## src/rtl/fifo_axis_reader.sv

```systemverilog
// Skid-buffered reader that turns a fixed-latency FIFO read port into an AXI-Stream master.
// Define FIFO_AXIS_READER_TLAST_EN to generate m_axis_tlast from pkt_len; otherwise tlast is tied low.
module fifo_axis_reader #(
   parameter int DATA_WIDTH = 24,
   parameter int RD_LATENCY = 1,
   parameter int LEN_WIDTH  = 16
) (
   input  logic                  clk,
   input  logic                  reset,
   output logic                  fifo_rd_en,
   input  logic [DATA_WIDTH-1:0] fifo_rd_data,
   input  logic                  fifo_empty_n,
   output logic                  m_axis_tvalid,
   input  logic                  m_axis_tready,
   output logic [DATA_WIDTH-1:0] m_axis_tdata,
   output logic                  m_axis_tlast,
   input  logic [LEN_WIDTH-1:0]  pkt_len,
   output logic [1:0]            level
);

   localparam int         BUF_DEPTH = RD_LATENCY + 1;
   localparam int         CNT_W     = 2;
   localparam logic [2:0] OCC_MAX   = 3'(BUF_DEPTH);

   logic [RD_LATENCY-1:0] vld_p;
   logic [RD_LATENCY-1:0] vld_nxt;
   logic [CNT_W-1:0]      count_q;
   logic [CNT_W-1:0]      count_nxt;
   logic [CNT_W-1:0]      inflight;
   logic [CNT_W-1:0]      wr_idx;
   logic [2:0]            occ;
   logic                  push;
   logic                  pop;
   logic [DATA_WIDTH-1:0] skid_q   [BUF_DEPTH];
   logic [DATA_WIDTH-1:0] skid_nxt [BUF_DEPTH];

   function automatic logic [CNT_W-1:0] count_inflight(input logic [RD_LATENCY-1:0] v);
      logic [CNT_W-1:0] n;
      n = '0;
      for (int i = 0; i < RD_LATENCY; i++) begin
         n = n + CNT_W'(v[i]);
      end
      return n;
   endfunction

   assign inflight      = count_inflight(vld_p);
   assign occ           = {1'b0, inflight} + {1'b0, count_q};
   assign m_axis_tvalid = (count_q != '0);
   assign m_axis_tdata  = skid_q[0];
   assign level         = count_q;
   assign pop           = m_axis_tvalid & m_axis_tready;
   assign push          = vld_p[RD_LATENCY-1];

   // Read-issue stage: a full buffer may still pop when the head is leaving this cycle
   assign fifo_rd_en = fifo_empty_n & ~reset &
                       ((occ < OCC_MAX) | ((occ == OCC_MAX) & pop));

   always_comb begin
      vld_nxt    = vld_p << 1;
      vld_nxt[0] = fifo_rd_en;
   end

   always_ff @(posedge clk or posedge reset) begin
      if (reset) begin
         vld_p <= '0;
      end else begin
         vld_p <= vld_nxt;
      end
   end

   // Return stage: a word leaving the pipe lands behind the last valid entry
   assign count_nxt = count_q + CNT_W'(push) - CNT_W'(pop);
   assign wr_idx    = pop ? (count_q - CNT_W'(1)) : count_q;

   always_comb begin
      for (int i = 0; i < BUF_DEPTH; i++) begin
         skid_nxt[i] = skid_q[i];
      end
      if (pop) begin
         for (int i = 0; i < BUF_DEPTH - 1; i++) begin
            skid_nxt[i] = skid_q[i+1];
         end
      end
      for (int i = 0; i < BUF_DEPTH; i++) begin
         if (push && (wr_idx == CNT_W'(i))) begin
            skid_nxt[i] = fifo_rd_data;
         end
      end
   end

   always_ff @(posedge clk or posedge reset) begin
      if (reset) begin
         count_q <= '0;
      end else begin
         count_q <= count_nxt;
      end
   end

   // The head register is cleared as well so tdata reads zero out of reset.
   always_ff @(posedge clk or posedge reset) begin
      if (reset) begin
         for (int i = 0; i < BUF_DEPTH; i++) begin
            skid_q[i] <= '0;
         end
      end else begin
         for (int i = 0; i < BUF_DEPTH; i++) begin
            skid_q[i] <= skid_nxt[i];
         end
      end
   end

`ifdef FIFO_AXIS_READER_TLAST_EN
   logic [LEN_WIDTH-1:0] beat_q;
   logic [LEN_WIDTH-1:0] len_q;
   logic [LEN_WIDTH-1:0] len_eff;

   // pkt_len is only looked at while the first beat of a packet is on the bus
   always_comb begin
      if (beat_q == '0) begin
         len_eff = (pkt_len == '0) ? LEN_WIDTH'(1) : pkt_len;
      end else begin
         len_eff = len_q;
      end
   end

   assign m_axis_tlast = m_axis_tvalid & (beat_q == (len_eff - LEN_WIDTH'(1)));

   always_ff @(posedge clk or posedge reset) begin
      if (reset) begin
         beat_q <= '0;
         len_q  <= '0;
      end else if (pop) begin
         if (beat_q == '0) begin
            len_q <= len_eff;
         end
         if (m_axis_tlast) begin
            beat_q <= '0;
         end else begin
            beat_q <= beat_q + LEN_WIDTH'(1);
         end
      end
   end
`else
   logic unused_pkt_len;

   assign unused_pkt_len = ^pkt_len;
   assign m_axis_tlast   = 1'b0;
`endif

endmodule

```

## config.mk

```make
export PLATFORM = sky130hd
export DESIGN_NAME = fifo_axis_reader
export DESIGN_NICKNAME = d
export VERILOG_FILES = /design/src/rtl/fifo_axis_reader.sv
export SDC_FILE = /design/constraint.sdc
export NUM_CORES = 1
export LEC_CHECK = 0
export ABC_AREA = 1
export ABC_CLOCK_PERIOD_IN_PS = 1900
export CORE_UTILIZATION = 44
export CTS_CLUSTER_SIZE = 40
export DETAILED_ROUTE_END_ITERATION = 7
export PLACE_DENSITY_LB_ADDON = 0.08
export SETUP_SLACK_MARGIN = 0.05
export SYNTH_ARGS = -nofsm -noshare
export SYNTH_HDL_FRONTEND = slang
export SYNTH_SLANG_ARGS = --single-unit
```

## constraint.sdc

```tcl
create_clock -name clk -period 1.9 [get_ports clk]
set_input_delay 0.19 -clock clk [delete_from_list [all_inputs] [get_ports clk]]
set_output_delay 0.19 -clock clk [all_outputs]
set_load 0.01 [all_outputs]
```

==> flow_summary.yaml, run 1 <==
global_route:
  groute.usage.overall_pct: 20.51
  vias_in_the_first_global_route: 2101
  antenna_found_initial: 0
  globalRouteOverflowTotal: 0
  maximum_number_of_pins_on_one_net_before_global_route_repair: 52
  first_pass_grt_wire_length_um: 10050
finish:
  multiInputGateArea_sq_um: 1084
  final_layout_size_suffix_gt1_share_pct: 11.75
  nets: 432
  finalCoreUtilization_pct: 56.85
  area_growth_syn_to_layout_pct: 24.07
  register_area_sq_um: 1276
  antenna_cells: 0
  filler_cells_inserted: 580
run:
  max_cap_violations: 0
detailed_routing:
  drcViolationCount: 0
  drt_pass1_iterations: 4
  drtIter0Drc: 129
  average_routed_wire_per_standard_cell_um: 13.08
  postRouteWirelength_um: 5991
  antenna_violating_nets_left: 0
  vias: 2226
  viasPerCell: 4.860
floorplan:
  fp-row-count: 28
  die_w_um: 80.75
  num_io_pins: 73
  core_sq_um: 5956
  die_area_sq_um: 6521
  initial_core_util_pct: 45.82
  die_height_um: 80.75
placement:
  detailed_place_hpwl_um: 3781
  gpl.final_weighted_congestion: 0.7957
  portBuffers: 55
critical_path:
  critical_path.startpoint_type: "flop"
  critPathRequiredTime_ps: 1710
  critical_path.max_fanout: 3
  setup.worst_path.end_class: "output port"
  critPathKind: "flop to output port"
  crit_arrival_ps: 1650
hold_path:
  timing.hold.worst.class: "input pin to async pin"
sta:
  maxSlewHeadroom_pct: 56.22
  top_achievable_clock_speed_ghz: 0.5434
  worst_hold_slack_ps: 372.2
  fin_crit_sh_pct: 96.86
  setup_viol: 0
  unrepaired_setup_endpoints_after_global_routing: "yes"
  final.setup_skew_ps: 6.932
  hold_violations: 0
  period_needed_ps: 1840
  worst_slew_pin_slew_ps: 656.7
  timing.final.max_slew_violations: 0
clock_tree:
  insertion_delay_ps: 300
  cts_made_buffers: 5
  clock_tree.htree_level_count: 2
  clk_pin_slew_worst_paths_ps: 90
  clock-sinks: 51
  cts_tree: "built"
  cts.path.max_buffers: 2
  cts.root.buffer_cell: "sky130_fd_sc_hd__clkbuf_8"
synth:
  postSynthRegisterBits: 51
  syn_nets: 395
  ys_seq_area_share_pct: 46.77
  synthDistinctLibCells: 22
  synth_area_per_cell_sq_um: 7.887
  synth_area_sq_um: 2729
  synth_cells: 346
  yosysWarnings: 0
status:
  status: "completed"
power_and_ir_drop:
  powerDensity_nw_per_um2: 1460
  vdd.ir_drop.worst_v: 0.0008172
  power_leakage_nw: 1.665
## report_power, final
| group | leakage (nW) | switching [mW] | internal, mW |
|---|---|---|---|
| Combinational | 0.964 | 1.35 | 1.09 |
| Sequential | 0.650 | 0.229 | 1.54 |
| Clock | 0.0513 | 0.352 | 0.387 |
| Total | 1.67 | 1.93 | 3.01 |
## cell families after synthesis
group           after synthesis  synth area share, %
fa+ha+maj                     5                2.293
buf+inv                      77                15.59
flops                        51                46.77
other cells                   1               0.1374
compound gates                2               0.6417
xor+xnor                      2               0.6420
simple gates                208                33.93
## worst max-delay path, cell delays in order (launching register included)
cell and delay [ps]:
sky130_fd_sc_hd__dfrtp_1 410, sky130_fd_sc_hd__ha_2 220, sky130_fd_sc_hd__inv_2 50, sky130_fd_sc_hd__ha_4 250, sky130_fd_sc_hd__nand4_1 110, sky130_fd_sc_hd__a21oi_2 170, sky130_fd_sc_hd__buf_2 140
## area by class of cell
class / count / area share, %
Sequential cell: 51 / 37.69
Timing Repair Buffer: 72 / 20.47
Clock inverter: 1 / 0.8869
Clock buffer: 6 / 2.143
Tap cell: 75 / 2.772
Multi-Input combinational cell: 218 / 32.00
Inverter: 35 / 4.028
## cells in the final DEF, fill, tap and decap left out, drive strengths merged
cell type      Yosys  routed
nand2            107     107
nand3             74      74
clkdlybuf4s50      0      54
dfrtp             51      51
inv               35      35
nor2              25      25
buf               40      18
clkbuf             2       6
ha                 5       5
a31oi              1       1
xnor2              1       1
or2                1       1
xor2               1       1
nand4              1       1
a21oi              1       1
conb               1       1
bufinv             0       1
## cell usage after synthesis, drive strengths merged
cell type	n	share of area [%]
inv	35	4.8
xor2	1	0.32
xnor2	1	0.32
or2	1	0.23
clkbuf	2	0.28
ha	5	2.3
dfrtp	51	47
nand4	1	0.23
nand3	74	14
nor2	25	3.7
a31oi	1	0.46
a21oi	1	0.18
conb	1	0.14
nand2	107	16
buf	40	10
## registers in the layout, indices dropped and copies added, names as in the netlist
signal        count
skid_q           24
level             2
push              1
m_axis_tdata     24
## routing by layer
| layer | wire length (um) | GRT usage [%] |
|---|---|---|
| met1 | 2777 | 26.52 |
| met2 | 2859 | 33.90 |
| met4 | 87 | 6.964 |
| met3 | 266 | 4.607 |
| met5 | 0 | 0 |
## worst paths after layout
check | from | end | slack (ps) | cells past startpoint
max in group asynchronous | reset | m_axis_tdata[7]$_DFFE_PP0P_ | 1060 | 3
min reg2reg | skid_q[6]$_DFFE_PP0P_ | skid_q[6]$_DFFE_PP0P_ | 470 | 2
max reg2reg | level[0]$_DFF_PP0_ | m_axis_tdata[21]$_DFFE_PP0P_ | 170 | 9
min | reset | level[1]$_DFF_PP0_ | 370 | 3
min in group clk | skid_q[6]$_DFFE_PP0P_ | skid_q[6]$_DFFE_PP0P_ | 470 | 2
max | level[0]$_DFF_PP0_ | fifo_rd_en | 60 | 6
## repair_timing
action,CTS,global route
setup buffers,0,3
endpoints found under the setup margin,45,45
hold buffers,0,0
gates resized for setup,9,10
pin swaps,1,4
## per-stage QoR
step	TNS, ps	setup WS [ps]	instances	total power, mW	instance area, sq um
after floorplan	0	63.77	346	3.384	2733
after CTS	0	8.504	455	4.889	3336
after global routing	0	3.090	458	5.360	3386
final	0	59.61	458	4.943	3386
after detailed placement	-1385	-72.67	448	4.080	3199
after global placement	-149.4	-16.59	448	4.027	3199
No activity file was read; power rests on OpenSTA's default activity.
==> run 2, diff against run 1 <==
CTS_BUF_LIST = sky130_fd_sc_hd__clkbuf_4 sky130_fd_sc_hd__clkbuf_8 sky130_fd_sc_hd__clkbuf_16   (was not set)
==> flow_summary.yaml, run 2 (synthesized netlist as in run 1, its figures left out) <==
critical_path:
  setup.worst_path.end_class: "output port"
  critPathKind: "flop to output port"
  critical_path.max_fanout: 3
  crit_arrival_ps: 1650
  critPathRequiredTime_ps: 1710
  critical_path.startpoint_type: "flop"
floorplan:
  die_w_um: 80.75
  die_height_um: 80.75
  fp-row-count: 28
  initial_core_util_pct: 45.82
  core_sq_um: 5956
  num_io_pins: 73
  die_area_sq_um: 6521
power_and_ir_drop:
  power_leakage_nw: 1.669
  vdd.ir_drop.worst_v: 0.0008166
  power_switching_mw: 1.923
  comb_power_share_pct: 49.1
  seqPwrFrac_pct: 35.7
  powerDensity_nw_per_um2: 1461
  clock_power_share_pct: 15.2
  cellInternalPower_mw: 3.028
  netSwitchingFraction_pct: 38.84
run:
  max_cap_violations: 0
placement:
  dp_cells: 448
  portBuffers: 55
  gpl.final_weighted_congestion: 0.7957
  detailed_place_hpwl_um: 3781
clock_tree:
  clk_pin_slew_worst_paths_ps: 90
  cts.root.buffer_cell: "sky130_fd_sc_hd__clkbuf_8"
  insertion_delay_ps: 300
  cts_tree: "built"
  cts.path.max_buffers: 2
  cts_hold_buffers: 0
  cts_made_buffers: 5
  clock-sinks: 51
  clock_tree.htree_level_count: 2
hold_path:
  timing.hold.worst.class: "input pin to async pin"
detailed_routing:
  drtIter0Drc: 129
  vias: 2224
  viasPerCell: 4.856
  drt_pass1_iterations: 4
  antenna_violating_nets_left: 0
  average_routed_wire_per_standard_cell_um: 13.06
  drcViolationCount: 0
  postRouteWirelength_um: 5980
global_route:
  antenna_found_initial: 0
  globalRouteOverflowTotal: 0
  maximum_number_of_pins_on_one_net_before_global_route_repair: 52
  vias_in_the_first_global_route: 2101
  groute.usage.overall_pct: 20.51
  first_pass_grt_wire_length_um: 10050
finish:
  antenna_cells: 0
  fin_cells: 458
  layout.cells.most_common_list: "sky130_fd_sc_hd__nand2_1, sky130_fd_sc_hd__nand3_1, sky130_fd_sc_hd__clkdlybuf4s50_1, sky130_fd_sc_hd__dfrtp_1, sky130_fd_sc_hd__inv_1"
  filler_cells_inserted: 581
  finalCoreUtilization_pct: 56.91
  area_growth_syn_to_layout_pct: 24.21
  final_layout_size_suffix_gt1_share_pct: 12.01
  mostFrequentLayoutCell: "sky130_fd_sc_hd__nand2_1"
  nets: 432
status:
  status: "completed"
sta:
  final.setup_skew_ps: 6.968
  fin_crit_sh_pct: 96.88
  maxSlewHeadroom_pct: 56.31
  top_achievable_clock_speed_ghz: 0.5433
  totalNegativeSetupSlack_ps: 0
  period_needed_ps: 1841
  hold_violations: 0
  timing.final.max_slew_violations: 0
  setup_viol: 0
  unrepaired_setup_endpoints_after_global_routing: "yes"
  worst_slew_pin_slew_ps: 655.3
-- run 2: final timing paths --
check                      cells past startpoint                  start  slack, ps                           end
hold reg to reg                                2  skid_q[6]$_DFFE_PP0P_        470         skid_q[6]$_DFFE_PP0P_
max in group asynchronous                      3                  reset       1070   m_axis_tdata[7]$_DFFE_PP0P_
hold / removal                                 3                  reset        370            level[1]$_DFF_PP0_
min in group clk                               2  skid_q[6]$_DFFE_PP0P_        470         skid_q[6]$_DFFE_PP0P_
setup reg to reg                               9     level[0]$_DFF_PP0_        170  m_axis_tdata[21]$_DFFE_PP0P_
setup / recovery                               6     level[0]$_DFF_PP0_         60                    fifo_rd_en
-- run 2: critical path, cell delays in order, from the launching register on --
cell and delay [ps]:
sky130_fd_sc_hd__dfrtp_1 410, sky130_fd_sc_hd__ha_2 220, sky130_fd_sc_hd__inv_2 50, sky130_fd_sc_hd__ha_4 250
sky130_fd_sc_hd__nand4_1 110, sky130_fd_sc_hd__a21oi_2 170, sky130_fd_sc_hd__buf_2 140
-- run 2: area by class of cell --
type | count | area [sq um] | share of cell area [%]
timing repair buffer | 72 | 693.2 | 20.45
multi-input combinational | 218 | 1084 | 31.97
sequential | 51 | 1276 | 37.65
clock buffer | 6 | 76.32 | 2.252
clock inverter | 1 | 30.03 | 0.8859
inverter | 35 | 136.4 | 4.024
tap | 75 | 93.84 | 2.769
-- run 2: per-layer routing --
layer	up-vias	global-route usage [%]	wire length, um
met5	-	0	0
met4	0	6.964	87
met3	7	4.607	280
met2	52	33.90	2899
met1	1040	26.52	2713
li1	1125	-	-
-- run 2: what timing repair did --
item,in CTS,in global routing
endpoints found under the setup margin,45,45
setup buffers,0,3
pin swaps,1,4
hold endpoints to repair,0,0
resized for setup,9,10
-- run 2: power groups by stage --
stage	Combinational (mW)	Clock [mW]	Sequential, mW
after global routing	2.72	0.825	1.82
after floorplan	1.62	0	1.76
final	2.43	0.752	1.77
after detailed placement	2.29	0	1.79
after CTS	2.36	0.775	1.77
after global placement	2.25	0	1.78
-- run 2: through the flow --
step                      setup WS, ps  power, mW  hold slack [ps]  instance area [sq um]
final                            59.32      4.951            373.4                   3390
after global routing             3.090      5.374            468.5                   3390
after CTS                        8.504      4.903            415.7                   3339
after detailed placement        -72.67      4.080            458.4                   3199
after global placement          -16.59      4.027            453.3                   3199
after floorplan                  63.77      3.384            335.3                   2733
==> run 3, diff against run 2 <==
CAP_MARGIN = 20   (was not set)
==> results of run 3 <==
No change in the layout: final DEF, timing and power equal those of run 2.
